`src/rtl/uart_tx_if.sv`:
```
`default_nettype none
// ---------------------------------------------------------------------------
// uart_tx_if : byte enqueue handshake into the UART transmitter
// Revision   : 1.0
// ---------------------------------------------------------------------------
interface uart_tx_if;
    logic       tick_i_req;
    logic [7:0] tick_i_data;
    logic       ready_ret;

    modport master (
        output tick_i_req,
        output tick_i_data,
        input  ready_ret
    );

    modport slave (
        input  tick_i_req,
        input  tick_i_data,
        output ready_ret
    );
endinterface
`default_nettype wire

```
`src/rtl/uart_tx.sv`:
```
`default_nettype none
// ---------------------------------------------------------------------------
// uart_tx  : FIFO-buffered 8N1 serialiser with running byte checksum
// Revision : 1.0
// ---------------------------------------------------------------------------
module uart_tx #(
    parameter int CYCLES_PER_BIT = 4,
    parameter int FIFO_DEPTH     = 4
) (
    input  wire logic                            clock,
    input  wire logic                            tick_i_reset,
    uart_tx_if.slave                             bus,
    output logic                                 serial_ret,
    output logic                                 idle_ret,
    output logic [$clog2(FIFO_DEPTH+1)-1:0]      count_ret,
    output logic [31:0]                          sent_ret
);

    localparam int c_CW = $clog2(FIFO_DEPTH + 1);
    localparam int c_PW = $clog2(FIFO_DEPTH);
    localparam int c_YW = $clog2(CYCLES_PER_BIT);
    localparam logic [c_YW-1:0] c_CYC_MAX = c_YW'(CYCLES_PER_BIT - 1);
    localparam logic [c_CW-1:0] c_DEPTH   = c_CW'(FIFO_DEPTH);

    logic [7:0]      mem_q [FIFO_DEPTH];
    logic [c_PW-1:0] wptr_q,   wptr_d;
    logic [c_PW-1:0] rptr_q,   rptr_d;
    logic [c_CW-1:0] count_q,  count_d;
    logic [9:0]      shift_q,  shift_d;
    logic [3:0]      cursor_q, cursor_d;
    logic [c_YW-1:0] cycle_q,  cycle_d;
    logic [31:0]     sent_q,   sent_d;

    logic       w_ready;
    logic       w_push;
    logic       w_pop;
    logic [7:0] w_byte;

    assign w_ready = (count_q < c_DEPTH);
    assign w_push  = bus.tick_i_req && w_ready;
    // Reloading during the final stop-bit cycle keeps back-to-back frames gapless.
    assign w_pop   = (count_q != '0) &&
                     ((cursor_q == 4'd0) || ((cursor_q == 4'd1) && (cycle_q == '0)));
    assign w_byte  = mem_q[rptr_q];

    always_comb begin
        wptr_d   = wptr_q;
        rptr_d   = rptr_q;
        count_d  = count_q;
        shift_d  = shift_q;
        cursor_d = cursor_q;
        cycle_d  = cycle_q;
        sent_d   = sent_q;

        if (w_push) begin
            wptr_d = wptr_q + 1'b1;
        end

        if (w_pop) begin
            shift_d  = {1'b1, w_byte, 1'b0};
            cursor_d = 4'd10;
            cycle_d  = c_CYC_MAX;
            sent_d   = sent_q + {24'd0, w_byte};
            rptr_d   = rptr_q + 1'b1;
        end else if (cursor_q != 4'd0) begin
            if (cycle_q != '0) begin
                cycle_d = cycle_q - 1'b1;
            end else begin
                shift_d  = {1'b1, shift_q[9:1]};
                cursor_d = cursor_q - 4'd1;
                cycle_d  = c_CYC_MAX;
            end
        end

        case ({w_push, w_pop})
            2'b10:   count_d = count_q + 1'b1;
            2'b01:   count_d = count_q - 1'b1;
            default: count_d = count_q;
        endcase
    end

    always_ff @(posedge clock) begin
        if (tick_i_reset) begin
            wptr_q   <= '0;
            rptr_q   <= '0;
            count_q  <= '0;
            shift_q  <= '1;
            cursor_q <= 4'd0;
            cycle_q  <= '0;
            sent_q   <= 32'd0;
        end else begin
            wptr_q   <= wptr_d;
            rptr_q   <= rptr_d;
            count_q  <= count_d;
            shift_q  <= shift_d;
            cursor_q <= cursor_d;
            cycle_q  <= cycle_d;
            sent_q   <= sent_d;
        end
    end

    // Storage needs no reset: the pointers alone define which entries are live.
    always_ff @(posedge clock) begin
        if (!tick_i_reset && w_push) begin
            mem_q[wptr_q] <= bus.tick_i_data;
        end
    end

    assign serial_ret    = (cursor_q != 4'd0) ? shift_q[0] : 1'b1;
    assign bus.ready_ret = w_ready;
    assign idle_ret      = (count_q == '0) && (cursor_q == 4'd0);
    assign count_ret     = count_q;
    assign sent_ret      = sent_q;

endmodule
`default_nettype wire

```
`src/flat_wrapper.sv`:
```
// flat-port wrapper written by rule: the top's interface ports become plain ports
module uart_tx_flat 
#(
    parameter int CYCLES_PER_BIT = 4,
    parameter int FIFO_DEPTH     = 4
)
  (clock, tick_i_reset, serial_ret, idle_ret, count_ret, sent_ret, bus_tick_i_req, bus_tick_i_data, bus_ready_ret);
  uart_tx_if bus_i ();
  input  wire logic clock;
  input  wire logic tick_i_reset;
  output logic serial_ret;
  output logic idle_ret;
  output logic [$clog2(FIFO_DEPTH+1)-1:0] count_ret;
  output logic [31:0] sent_ret;
  input wire logic [$bits(bus_i.tick_i_req)-1:0] bus_tick_i_req;
  input wire logic [$bits(bus_i.tick_i_data)-1:0] bus_tick_i_data;
  output wire logic [$bits(bus_i.ready_ret)-1:0] bus_ready_ret;
  assign bus_i.tick_i_req = bus_tick_i_req;
  assign bus_i.tick_i_data = bus_tick_i_data;
  assign bus_ready_ret = bus_i.ready_ret;
  uart_tx #(.CYCLES_PER_BIT(CYCLES_PER_BIT), .FIFO_DEPTH(FIFO_DEPTH)) u_core (.clock(clock), .tick_i_reset(tick_i_reset), .bus(bus_i), .serial_ret(serial_ret), .idle_ret(idle_ret), .count_ret(count_ret), .sent_ret(sent_ret));
endmodule
```
`config.mk`:
```
export PLATFORM = sky130hd
export DESIGN_NAME = uart_tx_flat
export DESIGN_NICKNAME = d
export VERILOG_FILES = /design/src/rtl/uart_tx_if.sv /design/src/rtl/uart_tx.sv /design/src/flat_wrapper.sv
export SDC_FILE = /design/constraint.sdc
export NUM_CORES = 1
export LEC_CHECK = 0
export ABC_AREA = 1
export BUFFER_PORTS_ARGS = -buffer_cell sky130_fd_sc_hd__buf_2
export CORE_MARGIN = 4
export CORE_UTILIZATION = 28
export CTS_CLUSTER_SIZE = 40
export DETAILED_ROUTE_END_ITERATION = 12
export PLACE_DENSITY_LB_ADDON = 0.12
export SLEW_MARGIN = 20
export SYNTH_ARGS = -nofsm -noshare
export SYNTH_HDL_FRONTEND = slang
export SYNTH_SLANG_ARGS = --single-unit
```
`constraint.sdc`:
```
create_clock -name clock -period 6.2 [get_ports clock]
set_input_delay 0.62 -clock clock [delete_from_list [all_inputs] [get_ports clock]]
set_output_delay 0.62 -clock clock [all_outputs]
set_load 0.01 [all_outputs]
```
==> flow_results.org <==
** Status
- The flow ran to the end, and the final reports show no timing, DRC or antenna violations.

** Job
- Max-cap violations :: 0

** Timing
- The max-slew violation total from the final report is 0.
- The worst path uses 50.5% of the clock period.
- The clock arrives with 0.0111 ns of skew.
- After layout, the worst setup slack is 3.07 ns.
- The clock period could shrink to 3.13 ns.
- Summed over all failing endpoints, the final setup total negative slack is 0 ns.
- Timing would allow up to 0.320 GHz.
- Final Hold Vio Count :: 0
- Setup violations remaining at the end of the flow were counted as 0.
- For the pin with the worst max-slew slack, the measured transition is 0.796 ns.
- Setup repair after global routing left no endpoint under its margin.
- The worst pin sits at a relative slew slack of 46.7%.

** Global route
- Entering global routing, the biggest net connects 44 pins.
- The initial antenna violation count was 0.
- Vias in the first global route :: 3646
- Overall overflow remaining after global route :: 0
- Global routing used 12.4% of the available tracks across all layers.
- The first global-routing pass estimated 17900 um of wire.

** Layout
- For this run, the number of standard cells in the final layout without fillers is 842.
- Area growth from synthesis to layout :: 16.7%
- Number of fillers in the final layout :: 1693
- Once layout is complete, the utilization of the core stands at 33.8%.
- In the final design database the tool counted 656 nets.
- The post-route netlist has 13.2% of its cells at a drive strength greater than 1.
- The number of antenna diodes in the final layout is 0.

** Detailed routing
- In this run the remaining antenna-violating nets after routing total 0.
- Detailed-router iteration count before antenna repair :: 4
- Wire length per cell after detailed routing :: 12.7 um
- For this block, the via count after detailed routing is 3737.
- Initial DRC count :: 184
- Wires add up to 10700 um.
- Drc violations :: 0
- Using the TritonRoute via totals, the vias-per-cell ratio works out to 4.44.

** Floorplanning
- Count of boundary I/O pins :: 49
- Vertical extent of the die :: 134 um
- Number of rows in the core area :: 45
- The floorplan step set the die width to 134 um.
- Once the floorplan was initialized, standard cells occupied 28.9% of the core.
- The floorplan step defined a die boundary enclosing 18000 um2.
- The total area inside the core boundary comes to 15400 um2.

** Clock network
- The clock drives 88 sinks.
- Clock tree buffer depth :: 2
- Number of buffers added to fix hold violations after cts :: 0
- The H-tree was split into 3 levels.
- Latest clock arrival within the worst-skew pair :: 0.35 ns
- In this run the post-CTS setup repair buffer count came out at 0.
- Clock buffers created by TritonCTS :: 9
- Clock transition at the registers of the reported paths :: 0.07 ns
- The tree is rooted in a sky130_fd_sc_hd__clkbuf_16.
- TritonCTS clock tree :: built
- Quantity of gates resized following cts :: 0

** Logic synthesis
- Yosys printed 0 warnings.
- Most frequent cells after synthesis :: 146 x sky130_fd_sc_hd__nand2_1, 80 x sky130_fd_sc_hd__inv_1, 63 x sky130_fd_sc_hd__nor2_1
- Count of flip-flops with a built-in enable after synthesis :: 32
- In the post-synthesis netlist, the biggest area contributors are sky130_fd_sc_hd__dfxtp_1 25%, sky130_fd_sc_hd__edfxtp_1 22%, sky130_fd_sc_hd__nand2_1 12%, sky130_fd_sc_hd__inv_1 6.7%, sky130_fd_sc_hd__nor2_1 5.3%.
- The cell area that synthesis handed to floorplanning was 4460 um2.
- Yosys instantiated no cell more often than sky130_fd_sc_hd__nand2_1.
- In this run the mean area of a mapped cell was 7.70 um2.
- Library cells used by synthesis :: 37
- Sequential cells were found to cover 46.7% of the synthesized design area.
- After synthesis the netlist holds a flip-flop and latch count of 88.
- The number of nets handed over by synthesis was 609.
- Post-synth top area cell :: sky130_fd_sc_hd__dfxtp_1
- Among all flip-flop cells after synthesis, the most frequent one is sky130_fd_sc_hd__dfxtp_1.
- In the synthesized netlist, the number of instances is 579.
- Share of async-settable or async-resettable flops after synthesis :: 0%
- The share of synthesized area in the top cell type comes to 25.1%.

** Setup path
- CP max FO :: 24
- STA classifies the critical path endpoint as a register.
- Required time worst endpoint :: 6.43 ns
- The worst setup path is launched from a register.
- Category of the most critical setup path :: reg2reg
- For the worst setup path, the data arrival time is 3.36 ns.

** Place
- Number of buffers inserted by port buffering :: 48
- The HPWL after detailed placement is 7960 um.
- The congestion estimate from routability-driven global placement came to 0.748.
- Timing analysis after detailed placement gives a worst setup slack of 3.11 ns.
- Number of instances in the placed design :: 826

** Hold path
- Path category of the worst min-delay check :: in2reg

** Pwr
- IR analysis of the VDD net gives a maximum drop of 179 uV.
- The analysis attributes to cell leakage a power of 2.34 nW.
- Power Density :: 402 nW/um2
==> worst paths after layout <==
path,startpoint,to,slack (ns),depth (start not counted)
setup / recovery,register,u_core.sent_ret[18]$_SDFFE_PP0P_,3.07,16
hold / removal,bus_tick_i_data[3],u_core.mem_q[0][3]$_DFFE_PP_,0.49,1
setup reg to reg,register,u_core.sent_ret[18]$_SDFFE_PP0P_,3.07,16
hold reg to reg,u_core.cycle_q[1]$_SDFFE_PP0P_,u_core.cycle_q[1]$_SDFFE_PP0P_,0.49,2
==> state kept, by name (all words and copies together) (netlist names), named ones only <==
signal            cells
u_core.count_ret      3
u_core.cursor_q       4
u_core.sent_ret      32
u_core.mem_q         32
u_core.wptr_q         2
u_core.cycle_q        2
u_core.shift_q        9
u_core.rptr_q         2
==> layer usage <==
layer	share of wire, %	vias up	global-route usage, %
li1	-	1984	-
met1	48	1690	15.8
met2	47	54	20.8
met3	3.9	9	3.15
met4	1.6	0	4.02
met5	0	-	0
==> metrics by stage <==
step	total power, W	hold WS [ns]	area (um2)
2_1_floorplan	0.00137	0.421	4460
3_3_place_gp	0.00155	0.468	4910
3_5_place_dp	0.00157	0.474	4910
4_1_cts	0.00214	0.470	5210
5_1_grt	0.00228	0.470	5210
6_report	0.00209	0.486	5210
==> layout make-up <==
cell class	count	area [um2]	share of cell area, %
tap	211	264	5.07
timing repair buffer	49	248	4.76
clock inverter	7	76.3	1.47
inverter	86	323	6.20
multi-input combinational	392	1990	38.2
sequential	88	2080	40.0
clock buffer	9	225	4.32
==> placed cells by master, fill, tap and decap left out <==
cell type	count
sky130_fd_sc_hd__inv_8	3
sky130_fd_sc_hd__o21ai_1	2
sky130_fd_sc_hd__nand3_4	1
sky130_fd_sc_hd__ha_1	17
sky130_fd_sc_hd__nand3_1	47
sky130_fd_sc_hd__nand2_1	146
sky130_fd_sc_hd__fa_1	2
sky130_fd_sc_hd__o2111ai_1	7
sky130_fd_sc_hd__and2_1	1
sky130_fd_sc_hd__nor2_2	4
sky130_fd_sc_hd__a21oi_1	38
sky130_fd_sc_hd__a31oi_1	1
sky130_fd_sc_hd__buf_2	48
sky130_fd_sc_hd__nor3_1	6
sky130_fd_sc_hd__buf_4	1
sky130_fd_sc_hd__inv_6	3
sky130_fd_sc_hd__xnor2_1	2
sky130_fd_sc_hd__nand2_2	3
sky130_fd_sc_hd__clkbuf_16	9
sky130_fd_sc_hd__nor3b_1	2
sky130_fd_sc_hd__inv_1	80
sky130_fd_sc_hd__clkinv_8	1
sky130_fd_sc_hd__o22ai_1	2
sky130_fd_sc_hd__o21ai_0	24
sky130_fd_sc_hd__o21a_1	1
sky130_fd_sc_hd__and3_1	2
sky130_fd_sc_hd__nand3b_1	1
sky130_fd_sc_hd__edfxtp_1	32
sky130_fd_sc_hd__xor2_1	5
sky130_fd_sc_hd__clkinv_1	3
sky130_fd_sc_hd__inv_2	3
sky130_fd_sc_hd__o21bai_1	1
sky130_fd_sc_hd__o211ai_1	2
sky130_fd_sc_hd__nor3_2	2
sky130_fd_sc_hd__nor2_1	63
sky130_fd_sc_hd__dfxtp_1	56
sky130_fd_sc_hd__or2_2	4
sky130_fd_sc_hd__nor3_4	1
sky130_fd_sc_hd__nand4_1	5
==> kinds of logic (layout without fill, tap and decap cells) <==
family	after synthesis	count (layout)	share of synthesized area (%)
AO/OA/AOI/OAI	78	78	9.65
flip-flops	88	88	46.7
adder cells (fa/ha/maj)	19	19	5.67
AND/OR/NAND/NOR	288	288	27.9
buffers and inverters	99	151	8.72
XOR/XNOR	7	7	1.37
==> where the power goes <==
group | switching, W | internal (W) | total (W)
Combinational | 0.000518 | 0.000260 | 0.000778
Sequential | 0.0000705 | 0.000688 | 0.000758
Clock | 0.000267 | 0.000288 | 0.000556
Total | 0.000856 | 0.00124 | 0.00209
==> critical path, stage by stage (launching register included) <==
cell and delay [ns]:
sky130_fd_sc_hd__dfxtp_1 0.77, sky130_fd_sc_hd__clkinv_1 0.44, sky130_fd_sc_hd__nand2_1 0.14, sky130_fd_sc_hd__nand3_1 0.07, sky130_fd_sc_hd__nand2_1 0.12, sky130_fd_sc_hd__inv_1 0.05, sky130_fd_sc_hd__ha_1 0.19, sky130_fd_sc_hd__fa_1 0.39
sky130_fd_sc_hd__nand2_1 0.10, sky130_fd_sc_hd__nand2_1 0.09, sky130_fd_sc_hd__nand3_1 0.08, sky130_fd_sc_hd__nand2_1 0.10, sky130_fd_sc_hd__nand2_1 0.09, sky130_fd_sc_hd__nand2_2 0.09, sky130_fd_sc_hd__nand2_1 0.09, sky130_fd_sc_hd__xor2_1 0.15
sky130_fd_sc_hd__nor2_1 0.06
(Power assumes the default switching activity.)
